==> src/rtl/bilinear_sampler.sv <==
// Pipelined 10.4 fixed-point bilinear sampler against a four-bank image buffer, with an output FIFO.
// Define BILINEAR_SAMPLER_ROUND_EN to round half up; otherwise the result is truncated.
module bilinear_sampler #(
  parameter int         img_width  = 8,
  parameter int         img_height = 8,
  parameter logic [7:0] fill_value = 8'd0,
  parameter int         fifo_depth = 8
) (
  input  logic        clk,
  input  logic        rst,
  input  logic        in_valid,
  output logic        in_ready,
  input  logic [13:0] in_x,
  input  logic [13:0] in_y,
  output logic [9:0]  rx,
  output logic [9:0]  ry,
  input  logic [7:0]  lu,
  input  logic [7:0]  ru,
  input  logic [7:0]  ld,
  input  logic [7:0]  rd,
  output logic        out_valid,
  input  logic        out_ready,
  output logic [7:0]  out_pixel
);

  localparam int AW = $clog2(fifo_depth);
  localparam int CW = AW + 1;
  localparam logic [9:0]    X_MAX   = 10'(img_width - 1);
  localparam logic [9:0]    Y_MAX   = 10'(img_height - 1);
  localparam logic [CW:0]   DEPTH_V = (CW + 1)'(fifo_depth);
  localparam logic [CW-1:0] ONE_C   = CW'(1);
`ifdef BILINEAR_SAMPLER_ROUND_EN
  localparam logic [16:0] RND = 17'd128;
`else
  localparam logic [16:0] RND = 17'd0;
`endif

  logic [9:0]    rx_q, rx_d, ry_q, ry_d;
  logic          in_ready_q, in_ready_d;
  logic          v1_q, v1_d, v2_q, v2_d, v3_q, v3_d, v4_q, v4_d;
  logic [3:0]    fx1_q, fx1_d, fy1_q, fy1_d, fx2_q, fx2_d, fy2_q, fy2_d;
  logic [3:0]    fx3_q, fx3_d, fy3_q, fy3_d, fy4_q, fy4_d;
  logic          oob1_q, oob1_d, oob2_q, oob2_d, oob3_q, oob3_d, oob4_q, oob4_d;
  logic [7:0]    lu3_q, lu3_d, ru3_q, ru3_d, ld3_q, ld3_d, rd3_q, rd3_d;
  logic [11:0]   hu4_q, hu4_d, hd4_q, hd4_d;
  logic [7:0]    mem_q [fifo_depth];
  logic [AW-1:0] wr_ptr_q, wr_ptr_d, rd_ptr_q, rd_ptr_d, rd_nx_s;
  logic [CW-1:0] count_q, count_d;
  logic [2:0]    inflight_q, inflight_d;
  logic          out_valid_q, out_valid_d;
  logic [7:0]    head_q, head_d;
  logic          accept_s, pop_s, push_s;
  logic [4:0]    wfx_s, wfy_s;
  logic [16:0]   s_s;
  logic [7:0]    push_pix_s;

  // Next-state logic for the coordinate stage, blend pipeline and output FIFO.
  always_comb begin
    accept_s = in_valid && in_ready_q;
    pop_s    = out_valid_q && out_ready;
    push_s   = v4_q;

    if (accept_s) begin
      rx_d = in_x[13:4];
      ry_d = in_y[13:4];
    end else begin
      rx_d = rx_q;
      ry_d = ry_q;
    end
    v1_d   = accept_s;
    // The last column/row blends only with itself, so the missing neighbour is never used.
    fx1_d  = (in_x[13:4] == X_MAX) ? 4'd0 : in_x[3:0];
    fy1_d  = (in_y[13:4] == Y_MAX) ? 4'd0 : in_y[3:0];
    oob1_d = (in_x[13:4] > X_MAX) || (in_y[13:4] > Y_MAX);

    v2_d = v1_q;  fx2_d = fx1_q;  fy2_d = fy1_q;  oob2_d = oob1_q;
    v3_d = v2_q;  fx3_d = fx2_q;  fy3_d = fy2_q;  oob3_d = oob2_q;
    lu3_d = lu;   ru3_d = ru;     ld3_d = ld;     rd3_d = rd;

    wfx_s  = 5'd16 - {1'b0, fx3_q};
    hu4_d  = ({4'd0, lu3_q} * {7'd0, wfx_s}) + ({4'd0, ru3_q} * {8'd0, fx3_q});
    hd4_d  = ({4'd0, ld3_q} * {7'd0, wfx_s}) + ({4'd0, rd3_q} * {8'd0, fx3_q});
    v4_d   = v3_q;
    fy4_d  = fy3_q;
    oob4_d = oob3_q;

    wfy_s      = 5'd16 - {1'b0, fy4_q};
    s_s        = ({5'd0, hu4_q} * {12'd0, wfy_s}) + ({5'd0, hd4_q} * {13'd0, fy4_q}) + RND;
    push_pix_s = oob4_q ? fill_value : 8'(s_s >> 8);

    count_d    = count_q + {{(CW-1){1'b0}}, push_s} - {{(CW-1){1'b0}}, pop_s};
    inflight_d = inflight_q + {2'b00, accept_s} - {2'b00, push_s};
    wr_ptr_d   = wr_ptr_q + {{(AW-1){1'b0}}, push_s};
    rd_nx_s    = rd_ptr_q + {{(AW-1){1'b0}}, 1'b1};
    rd_ptr_d   = pop_s ? rd_nx_s : rd_ptr_q;
    // Admission counts every accepted request still in the pipeline, so a push always finds room.
    in_ready_d  = ({1'b0, count_d} + {{(CW-2){1'b0}}, inflight_d}) < DEPTH_V;
    out_valid_d = (count_d != {CW{1'b0}});

    if (count_q == {CW{1'b0}}) begin
      head_d = push_s ? push_pix_s : head_q;
    end else if (pop_s) begin
      if (count_q == ONE_C) begin
        head_d = push_s ? push_pix_s : head_q;
      end else begin
        head_d = mem_q[rd_nx_s];
      end
    end else begin
      head_d = head_q;
    end
  end

  // State registers with asynchronous reset.
  always_ff @(posedge clk or posedge rst) begin
    if (rst) begin
      rx_q <= 10'd0;  ry_q <= 10'd0;  in_ready_q <= 1'b1;
      v1_q <= 1'b0;   v2_q <= 1'b0;   v3_q <= 1'b0;   v4_q <= 1'b0;
      fx1_q <= 4'd0;  fy1_q <= 4'd0;  fx2_q <= 4'd0;  fy2_q <= 4'd0;
      fx3_q <= 4'd0;  fy3_q <= 4'd0;  fy4_q <= 4'd0;
      oob1_q <= 1'b0; oob2_q <= 1'b0; oob3_q <= 1'b0; oob4_q <= 1'b0;
      lu3_q <= 8'd0;  ru3_q <= 8'd0;  ld3_q <= 8'd0;  rd3_q <= 8'd0;
      hu4_q <= 12'd0; hd4_q <= 12'd0;
      wr_ptr_q <= {AW{1'b0}}; rd_ptr_q <= {AW{1'b0}};
      count_q <= {CW{1'b0}};  inflight_q <= 3'd0;
      out_valid_q <= 1'b0;    head_q <= 8'd0;
    end else begin
      rx_q <= rx_d;   ry_q <= ry_d;   in_ready_q <= in_ready_d;
      v1_q <= v1_d;   v2_q <= v2_d;   v3_q <= v3_d;   v4_q <= v4_d;
      fx1_q <= fx1_d; fy1_q <= fy1_d; fx2_q <= fx2_d; fy2_q <= fy2_d;
      fx3_q <= fx3_d; fy3_q <= fy3_d; fy4_q <= fy4_d;
      oob1_q <= oob1_d; oob2_q <= oob2_d; oob3_q <= oob3_d; oob4_q <= oob4_d;
      lu3_q <= lu3_d; ru3_q <= ru3_d; ld3_q <= ld3_d; rd3_q <= rd3_d;
      hu4_q <= hu4_d; hd4_q <= hd4_d;
      wr_ptr_q <= wr_ptr_d;   rd_ptr_q <= rd_ptr_d;
      count_q <= count_d;     inflight_q <= inflight_d;
      out_valid_q <= out_valid_d; head_q <= head_d;
    end
  end

  // FIFO storage; contents are meaningless while count is zero, so no reset.
  always_ff @(posedge clk) begin
    if (push_s) begin
      mem_q[wr_ptr_q] <= push_pix_s;
    end
  end

  assign rx        = rx_q;
  assign ry        = ry_q;
  assign in_ready  = in_ready_q;
  assign out_valid = out_valid_q;
  assign out_pixel = head_q;

endmodule

==> config.mk <==
export PLATFORM = sky130hd
export DESIGN_NAME = bilinear_sampler
export DESIGN_NICKNAME = d
export VERILOG_FILES = /design/src/rtl/bilinear_sampler.sv
export SDC_FILE = /design/constraint.sdc
export NUM_CORES = 1
export LEC_CHECK = 0
export CORE_MARGIN = 1
export CORE_UTILIZATION = 33
export DETAILED_ROUTE_END_ITERATION = 7
export PLACE_DENSITY_LB_ADDON = 0.12
export SYNTH_ARGS = -nofsm -noshare
export SYNTH_HDL_FRONTEND = slang
export SYNTH_SLANG_ARGS = --single-unit
==> constraint.sdc <==
create_clock -name clk -period 6.09 [get_ports clk]
set_input_delay 1.827 -clock clk [delete_from_list [all_inputs] [get_ports clk]]
set_output_delay 1.827 -clock clk [all_outputs]
set_load 0.01 [all_outputs]
==> summary.txt, run 1 <==
Outcome
  – Outcome: finished, final reports clean

Floorplan
  – Die ar.: 43330 µm²
  – Die width: 208.2 µm
  – Row count: 75
  – Starting Density: about a third
  – Core area: 41950 µm²
  – Die Ht: 208.2 µm
  – I/O pin cnt: 94

Setup path
  – Worst setup path class: reg2reg
  – WP data arrival: 6.21 ns
  – Crit-path cells: buf_4, nor3_1, xnor2_2, buf_4, nand2_1, fa_1, inv_1, fa_1, fa_1, inv_1, fa_1, inv_1, ha_1, o21ai_1, nor2_1, o22ai_1, or4b_1, a21o_1, a21oi_2, o221a_1
  – Critical Path Slowest Stage Cell: or4b_1
  – Crit Path Max Fanout: 24
  – Crit path required time: 6.50 ns
  – Endpoint class of the critical path: flip-flop
  – Critical Path Max Stage Delay: 0.58 ns
  – Most used cell, CP: fa_1
  – Critical Path Source Type: flip-flop

GRT
  – Initial antenna violation count: 0
  – Total GRT Usage: 15.01%
  – Largest net degree at the start of global routing: between 80 and 90
  – Global-route wire length before repair: 49740 µm
  – Vias in the first global route: roughly 9400
  – Total grt overflow: 0

Clock network
  – Clk slew on worst S/H paths: about 0.07 ns
  – CTS sink cnt: approximately 200
  – Clk buf depth: 2
  – Inserted Clock Buffers: 17
  – Clock Latency Late Sink: 0.47 ns
  – CTS tree: built
  – CTS H-tree lvls: 4
  – Root buffer cell: clkbuf_16
  – Post-CTS setup buffer count: 0
  – Hold-fix buffers, CTS: 0
  – Post-CTS resize count: 0

Routing
  – DR DRC count: 0
  – Post-Route M1 WL: ~14000 µm
  – Via count: about 8400
  – Routed len/inst: 15.88 µm
  – Final WL: 29260 µm
  – WL met2: between 10000 and 15000 µm
  – DR iter-0 viols: 333
  – DR WL met3: ~1400 µm
  – Highest Signal Layer: met4
  – Post-DRT Antenna Nets: 0
  – DR vias/cell: around 4.5
  – DRT Pass-1 Iters: 4

STA
  – Final hold vios: 0
  – F_max: 0.1722 GHz
  – Final Cycle Share: ~95%
  – Slew headroom: a little over a quarter
  – Max-slew violations: 0
  – RSZ-0062 raised after global routing: yes
  – # setup viols final: 0
  – Clock Skew: 0.01104 ns
  – Worst-Margin Slew: about 1.1 ns
  – Post-layout min period: 5.806 ns

Logic synthesis
  – EDFF count, synth: 64
  – Post-Syn Nets: roughly 1500
  – Yosys top cell by area: fa_1
  – Yosys reg bits: 199
  – YS warnings: 0
  – Count leader, synth: inv_1
  – Syn_area_per_cell: 11.82 µm²
  – Synth top area cells: fa_1 25%, dfrtp_1 24%, edfxtp_1 14%, ha_1 8.0%, and2_1 6.1%
  – Mapped Cells: 1187
  – Synth top cells by count: 209 x inv_1, 173 x fa_1, 147 x nand2_1
  – Synth top area share: 24.69%
  – Synth cell types: 54
  – Async S/R FF share, synth: 67.84%
  – Top_reg_cell synth: dfrtp_1
  – Mapped cell area: 14030 µm²
  – Register area share after synthesis: a little under two fifths

Layout
  – Multi-input gate area: 7870 µm²
  – Layout Nets: 1618
  – Post-Layout Cell Count: around 1800
  – Finished Cell Area: 16310 µm²
  – Ant diodes: 0
  – Filler instances: 4028
  – Reg area: 5301 µm²
  – Synthesis-to-layout area growth: 16.25%
  – Share of post-route cells with drive strength above 1: roughly 8.5%

Min path
  – Worst min path class: reg2reg

Placed design
  – Placement-stage cell area: 15690 µm²
  – Placer Congestion: 0.7583
  – DP Wirelength: 22520 µm
  – Post-placement cell count: between 1500 and 2000
  – PortBufs: 93

Job
  – Max-cap violations: 0
## registers in the layout, indices dropped and copies added, names as in the netlist, 8 cells and up
name       flops
out_pixel      8
ru3_q          8
rx            10
mem_q         64
hd4_q         12
lu3_q          8
ry            10
hu4_q         12
rd3_q          8
ld3_q          8
## layout make-up
cell class | instances | area share (%)
Inverter | 209 | 4.842
Multi-Input combinational cell | 750 | 48.27
Timing Repair Buffer | 114 | 6.676
Sequential cell | 199 | 32.51
Tap cell | 539 | 4.136
Clock inverter | 12 | 0.8287
Clock buffer | 20 | 2.739
## layer usage
| layer | up-vias | global-route usage (%) |
|---|---|---|
| li1 | 3939 | - |
| met5 | - | 0 |
| met4 | 0 | 4.266 |
| met1 | 4253 | 20.74 |
| met2 | 144 | 23.43 |
| met3 | 25 | 3.653 |
## logic make-up after synthesis
group,synth area share (%)
compound gates,3.399
simple gates,11.94
fa+ha+maj,32.72
buf+inv,6.387
mux,4.835
flops,37.80
xor+xnor,2.926
## worst max-delay path, delay by kind of cell, from the launching register on
family	cells	cell delay [ns]
AOI/OAI and AO/OA	5	1.03
xor gates and xnor gates	1	0.20
adders and majority gates	5	2.31
buffers and inverters	5	0.57
DFF	1	0.38
and+or+nand+nor	4	1.24
## path summary, 6_finish.rpt
kind	startpoint	to	slack (ns)	cells past startpoint
min in group asynchronous	rst	rx[2]$_DFFE_PP0P_	1.89	2
worst max-delay path	fy4_q[0]$_DFF_PP0_	out_pixel[6]$_DFFE_PP0P_	0.28	20
worst min register to register	fx2_q[1]$_DFF_PP0_	fx3_q[1]$_DFF_PP0_	0.35	0
worst max register to register	fy4_q[0]$_DFF_PP0_	out_pixel[6]$_DFFE_PP0P_	0.28	20
worst min-delay path	fx2_q[1]$_DFF_PP0_	fx3_q[1]$_DFF_PP0_	0.35	0
max in group asynchronous	rst	hu4_q[0]$_DFF_PP0_	3.30	3
## through the flow
| stage | setup TNS (ns) | utilization (%) | hold WS [ns] | setup WS, ns |
|---|---|---|---|---|
| after global routing | -0.02387 | 38.87 | 0.3560 | -0.02387 |
| final | 0 | 38.87 | 0.3454 | 0.2835 |
| after floorplan | 0 | - | 0.3312 | 0.4785 |
| after CTS | 0 | 38.80 | 0.3509 | 0.2212 |
| after detailed placement | 0 | 37.41 | 0.3347 | 0.2536 |
| after global placement | 0 | 37.41 | 0.3312 | 0.3538 |
## cell usage in the layout (no fill, tap or decap), drive strengths merged, types with 7 or more instances in the layout
cell type,Yosys,layout
inv,209,214
and2,136,136
clkdlybuf4s50,0,93
a21o,9,9
o21ai,8,8
edfxtp,64,64
xor2,13,13
dfrtp,134,134
mux2i,7,7
clkbuf,24,20
mux4,16,16
buf,5,21
o221a,7,7
a21oi,17,17
nand2,147,147
ha,90,90
mux2,22,22
nor2,19,19
xnor2,33,33
fa,173,173
Power of run 1 is left out: the tool's default activity adds up to more than one toggle a clock period on the data nets, which glitch-free logic cannot reach.
==> inputs of run 2 (changes only) <==
--- a/config.mk
+++ b/config.mk
@@ -8,7 +8,7 @@
 export CORE_MARGIN = 1
 export CORE_UTILIZATION = 33
 export DETAILED_ROUTE_END_ITERATION = 7
-export PLACE_DENSITY_LB_ADDON = 0.12
+export PLACE_DENSITY = 0.48
 export SYNTH_ARGS = -nofsm -noshare
 export SYNTH_HDL_FRONTEND = slang
 export SYNTH_SLANG_ARGS = --single-unit
==> summary.txt, run 2 (synthesis gave the netlist of run 1 again) <==
Layout
  – Largest register FFs: 64
  – Reg area: between 5000 and 6000 µm²
  – Multi-input gate area: roughly 8000 µm²
  – Largest reg by FF count: mem_q
  – Regs by FF count: mem_q (64), hd4_q (12), hu4_q (12)
  – Ant diodes: 0
  – Layout Nets: 1620
  – Most common cell after layout, fill and taps aside: inv_1
  – Filler instances: about 4000
  – Util after Layout: around two fifths
  – Share of post-route cells with drive strength above 1: 8.882%
  – Finished Cell Area: 16340 µm²
  – Synthesis-to-layout area growth: 16.49%
  – Most frequent cells in the layout: 208 x inv_1, 173 x fa_1, 147 x nand2_1

GRT
  – Largest net degree at the start of global routing: 79
  – Total GRT Usage: 14.82%
  – Initial antenna violation count: 0
  – Global-route wire length before repair: about 49000 µm
  – Vias in the first global route: 9416
  – Total grt overflow: 0

Setup path
  – Worst setup path class: reg2reg
  – Crit Path Max Fanout: 14
  – Crit path required time: ~6.5 ns
  – Critical Path Source Type: flip-flop
  – R2R Setup Slk: roughly 0.46 ns
  – Endpoint class of the critical path: flip-flop
  – WP data arrival: 6.06 ns

Routing
  – DR iter-0 viols: 311
  – Post-DRT Antenna Nets: 0
  – DRT Pass-1 Iters: 4
  – DR vias/cell: 4.531
  – Via count: 8359
  – Routed len/inst: 15.40 µm
  – Final WL: about 28000 µm
  – DR DRC count: 0

Clock network
  – Clk slew on worst S/H paths: 0.08 ns
  – CTS tree: built
  – Clk buf depth: 2
  – Root buffer cell: clkbuf_16
  – Post-CTS setup buffer count: 0
  – Inserted Clock Buffers: 17
  – Clock Latency Late Sink: 0.48 ns
  – CTS H-tree lvls: 4
  – CTS sink cnt: 199

Job
  – Max-cap violations: 0

Placed design
  – Post-place setup slack: 0.2942 ns
  – Placer Congestion: 0.7770
  – DP Wirelength: 22380 µm
  – Placement-stage cell area: 15710 µm²
  – PortBufs: 93

Outcome
  – Outcome: finished, final reports clean

STA
  – RSZ-0062 raised after global routing: no
  – Post-layout min period: 5.634 ns
  – Setup ws final: 0.4559 ns
  – Final Cycle Share: 92.51%
  – Setup TNS: 0 ns
  – # setup viols final: 0
  – F_max: 0.1775 GHz
  – Final hold vios: 0
  – Worst-Margin Slew: 1.071 ns
  – Slew headroom: 28.32%
  – Max-slew violations: 0
  – Clock Skew: 0.01280 ns

Floorplan
  – Core area: 41950 µm²
  – Die ar.: 43330 µm²
  – Die Ht: ~210 µm
  – I/O pin cnt: 94
  – Die width: between 200 and 250 µm
  – Starting Density: 33.44%
  – Row count: 75

Min path
  – Worst min path class: reg2reg
[run 2: changes by cell type in the layout (fill, tap and decap cells not counted), sizes merged]
cell      before  now
clkbuf        20   17
clkinvlp       3    1
clkinv         3    7
inv          214  216
buf           21   23
bufinv         1    0
[run 2: cell type report]
class	count	area share (%)
Clock inverter	15	1.057
Multi-Input combinational cell	750	48.18
Timing Repair Buffer	116	6.754
Tap cell	539	4.127
Inverter	209	4.832
Sequential cell	199	32.45
Clock buffer	17	2.604
[run 2: metrics by stage]
| stage | hold slack (ns) | std cells |
|---|---|---|
| 2_1_floorplan | 0.3312 | 1187 |
| 6_report | 0.3434 | 1845 |
| 3_3_place_gp | 0.3316 | 1813 |
| 4_1_cts | 0.3467 | 1845 |
| 3_5_place_dp | 0.3347 | 1813 |
| 5_1_grt | 0.3495 | 1845 |
[run 2: timing repair]
item	4_1_cts	5_1_grt
hold buffers	0	0
gates resized for setup	0	7
setup endpoints to repair	0	36
[run 2: per-layer routing]
| metal | GRT usage, % | up-vias | wire length, µm |
|---|---|---|---|
| met3 | 3.079 | 22 | 1093 |
| met4 | 5.006 | 0 | 414 |
| met1 | 20.26 | 4264 | 13760 |
| met2 | 23.43 | 126 | 13150 |
| met5 | 0 | - | 0 |
| li1 | - | 3947 | - |
[run 2: critical path, stage by stage, from the launching register on]
cell	delay [ns]
dfrtp_1	0.39
buf_4	0.19
nor3_1	0.23
xnor2_1	0.27
buf_4	0.24
nand2_1	0.07
fa_1	0.49
inv_1	0.05
fa_1	0.46
fa_1	0.55
inv_1	0.06
fa_1	0.53
inv_1	0.04
ha_1	0.21
a211oi_1	0.28
nor2_2	0.11
or4_4	0.51
a31oi_2	0.22
xor2_1	0.11
nor2_2	0.30
o221a_2	0.25
[run 2: final timing paths]
path / start / end / depth (start not counted)
setup reg to reg: fy4_q[0]$_DFF_PP0_ / out_pixel[3]$_DFFE_PP0P_ / 20
hold / removal: fx1_q[1]$_DFF_PP0_ / fx2_q[1]$_DFF_PP0_ / 0
hold reg to reg: fx1_q[1]$_DFF_PP0_ / fx2_q[1]$_DFF_PP0_ / 0
min in group asynchronous: rst / rd_ptr_q[1]$_DFFE_PP0P_ / 2
max in group asynchronous: rst / hu4_q[3]$_DFF_PP0_ / 3
setup / recovery: fy4_q[0]$_DFF_PP0_ / out_pixel[3]$_DFFE_PP0P_ / 20
Power of run 2 is left out for the same reason.
==> inputs of run 3 (changes only) <==
--- a/config.mk
+++ b/config.mk
@@ -8,7 +8,9 @@
 export CORE_MARGIN = 1
 export CORE_UTILIZATION = 33
 export DETAILED_ROUTE_END_ITERATION = 7
-export PLACE_DENSITY = 0.48
+export DONT_BUFFER_PORTS = 1
+export PLACE_DENSITY = 0.45
+export SKIP_LAST_GASP = 1
 export SYNTH_ARGS = -nofsm -noshare
 export SYNTH_HDL_FRONTEND = slang
 export SYNTH_SLANG_ARGS = --single-unit
==> summary.txt, run 3 (synthesis gave the netlist of run 1 again) <==
GRT
  – Global-route wire length before repair: 48910 µm
  – Initial antenna violation count: 0
  – Met3 Usage GRT: just over 3%
  – Met2 GRT Util: 22.84%
  – Largest net degree at the start of global routing: roughly 100
  – Vias in the first global route: 9091
  – Met1 Track Usage GR: around 21%
  – Global-route layer with the greatest usage: met2
  – Total GRT Usage: 14.78%
  – Total grt overflow: 0

Setup path
  – Endpoint class of the critical path: flip-flop
  – Crit path required time: 6.28 ns
  – Worst setup path class: reg2reg
  – WP data arrival: 5.95 ns
  – Critical Path Source Type: flip-flop
  – Crit Path Max Fanout: 24

STA
  – Worst-Margin Slew: 1.080 ns
  – Max-slew violations: 0
  – RSZ-0062 raised after global routing: no
  – Slew headroom: around 28%
  – WHS: 0.3517 ns
  – Clock Skew: 0.01695 ns
  – F_max: ~0.17 GHz
  – # setup viols final: 0
  – Final hold vios: 0
  – Final Cycle Share: 94.44%
  – Post-layout min period: 5.752 ns
  – Setup TNS: 0 ns

Clock network
  – Clk buf depth: 2
  – Root buffer cell: clkbuf_16
  – CTS tree: built
  – Hold-fix buffers, CTS: 0
  – CTS H-tree lvls: 4
  – Post-CTS resize count: 0
  – Post-CTS setup buffer count: 0
  – Inserted Clock Buffers: 17
  – Clk slew on worst S/H paths: 0.08 ns
  – CTS sink cnt: roughly 200
  – Clock Latency Late Sink: 0.48 ns

Placed design
  – Placer Congestion: 0.7470
  – Post-placement cell count: around 1700
  – PortBufs: 0
  – DP Wirelength: 22080 µm

Routing
  – Post-DRT Antenna Nets: 0
  – Final WL: 28490 µm
  – DR vias/cell: roughly 4.6
  – DRT Pass-1 Iters: 4
  – Via count: 8025
  – Routed len/inst: ~16 µm
  – DR DRC count: 0
  – DR iter-0 viols: around 330

Floorplan
  – I/O pin cnt: 94
  – Starting Density: 33.44%
  – Die Ht: between 200 and 250 µm
  – Row count: 75
  – Die width: 208.2 µm
  – Core area: 41950 µm²
  – Die ar.: 43330 µm²

Layout
  – Most frequent cells in the layout: 208 x inv_1, 173 x fa_1, 147 x nand2_1
  – Largest reg by FF count: mem_q
  – Reg area: roughly 5300 µm²
  – Regs by FF count: mem_q (64), hd4_q (12), hu4_q (12)
  – Layout Nets: 1522
  – Largest register FFs: 64
  – Filler instances: 4115
  – Share of post-route cells with drive strength above 1: 9.189%
  – Post-Layout Cell Count: 1747
  – Multi-input gate area: roughly 7900 µm²
  – Ant diodes: 0
  – Synthesis-to-layout area growth: 9.768%
  – Util after Layout: 36.70%
  – Most common cell after layout, fill and taps aside: inv_1

Min path
  – Worst min path class: reg2reg

Job
  – Max-cap violations: 0

Outcome
  – Outcome: finished, final reports clean
run 3: changes by cell type in the layout (fill, tap and decap cells not counted), sizes merged:
cell | previous run | this run
inv | 216 | 218
clkinvlp | 1 | 0
clkdlybuf4s50 | 93 | 0
buf | 23 | 18
clkinv | 7 | 6
run 3: layer usage:
metal  wire length (µm)  part of all wire (%)
met1              13970                    49
met2              12960                    45
met3               1074                   3.8
met4                490                   1.7
met5                  0                     0
run 3: worst paths after layout:
kind                               startpoint                     to  slack [ns]  cells after the start
hold / removal                 v2_q$_DFF_PP0_         v3_q$_DFF_PP0_        0.35                      0
hold reg to reg                v2_q$_DFF_PP0_         v3_q$_DFF_PP0_        0.35                      0
max in group asynchronous                 rst     hd4_q[7]$_DFF_PP0_        3.65                      2
setup / recovery           fy4_q[0]$_DFF_PP0_  mem_q[7][7]$_DFFE_PP_        0.34                     20
setup reg to reg           fy4_q[0]$_DFF_PP0_  mem_q[7][7]$_DFFE_PP_        0.34                     20
min in group asynchronous                 rst      rx[1]$_DFFE_PP0P_        1.43                      1
run 3: area by class of cell:
class                   count  share of cell area (%)
flip-flops and latches    199                   34.43
well taps                 539                   4.380
inverters                 209                   5.128
multi-input cells         750                   51.17
clock inverters            15                   1.252
clock buffers              17                   2.763
repair buffers             18                  0.8777
run 3: worst max-delay path, cell delays in order, from the launching register on:
cell	delay, ns
dfrtp_1	0.38
buf_4	0.22
nor3_1	0.32
xnor2_2	0.21
buf_4	0.22
nand2_1	0.07
fa_1	0.49
inv_1	0.05
fa_1	0.46
fa_1	0.54
inv_1	0.05
fa_1	0.53
inv_1	0.04
ha_1	0.31
o21ai_1	0.08
nor2_1	0.26
o22ai_1	0.18
o31ai_1	0.59
o31ai_2	0.11
xnor2_1	0.23
nor2_2	0.12
run 3: through the flow:
| step | cell area [µm²] | setup slack, ns |
|---|---|---|
| 5_1_grt | 15400 | 0.01312 |
| 6_report | 15400 | 0.3384 |
| 4_1_cts | 15360 | 0.2289 |
| 2_1_floorplan | 14030 | 0.4785 |
| 3_3_place_gp | 14740 | 0.3430 |
| 3_5_place_dp | 14740 | 0.2597 |
Power of run 3 is left out for the same reason.
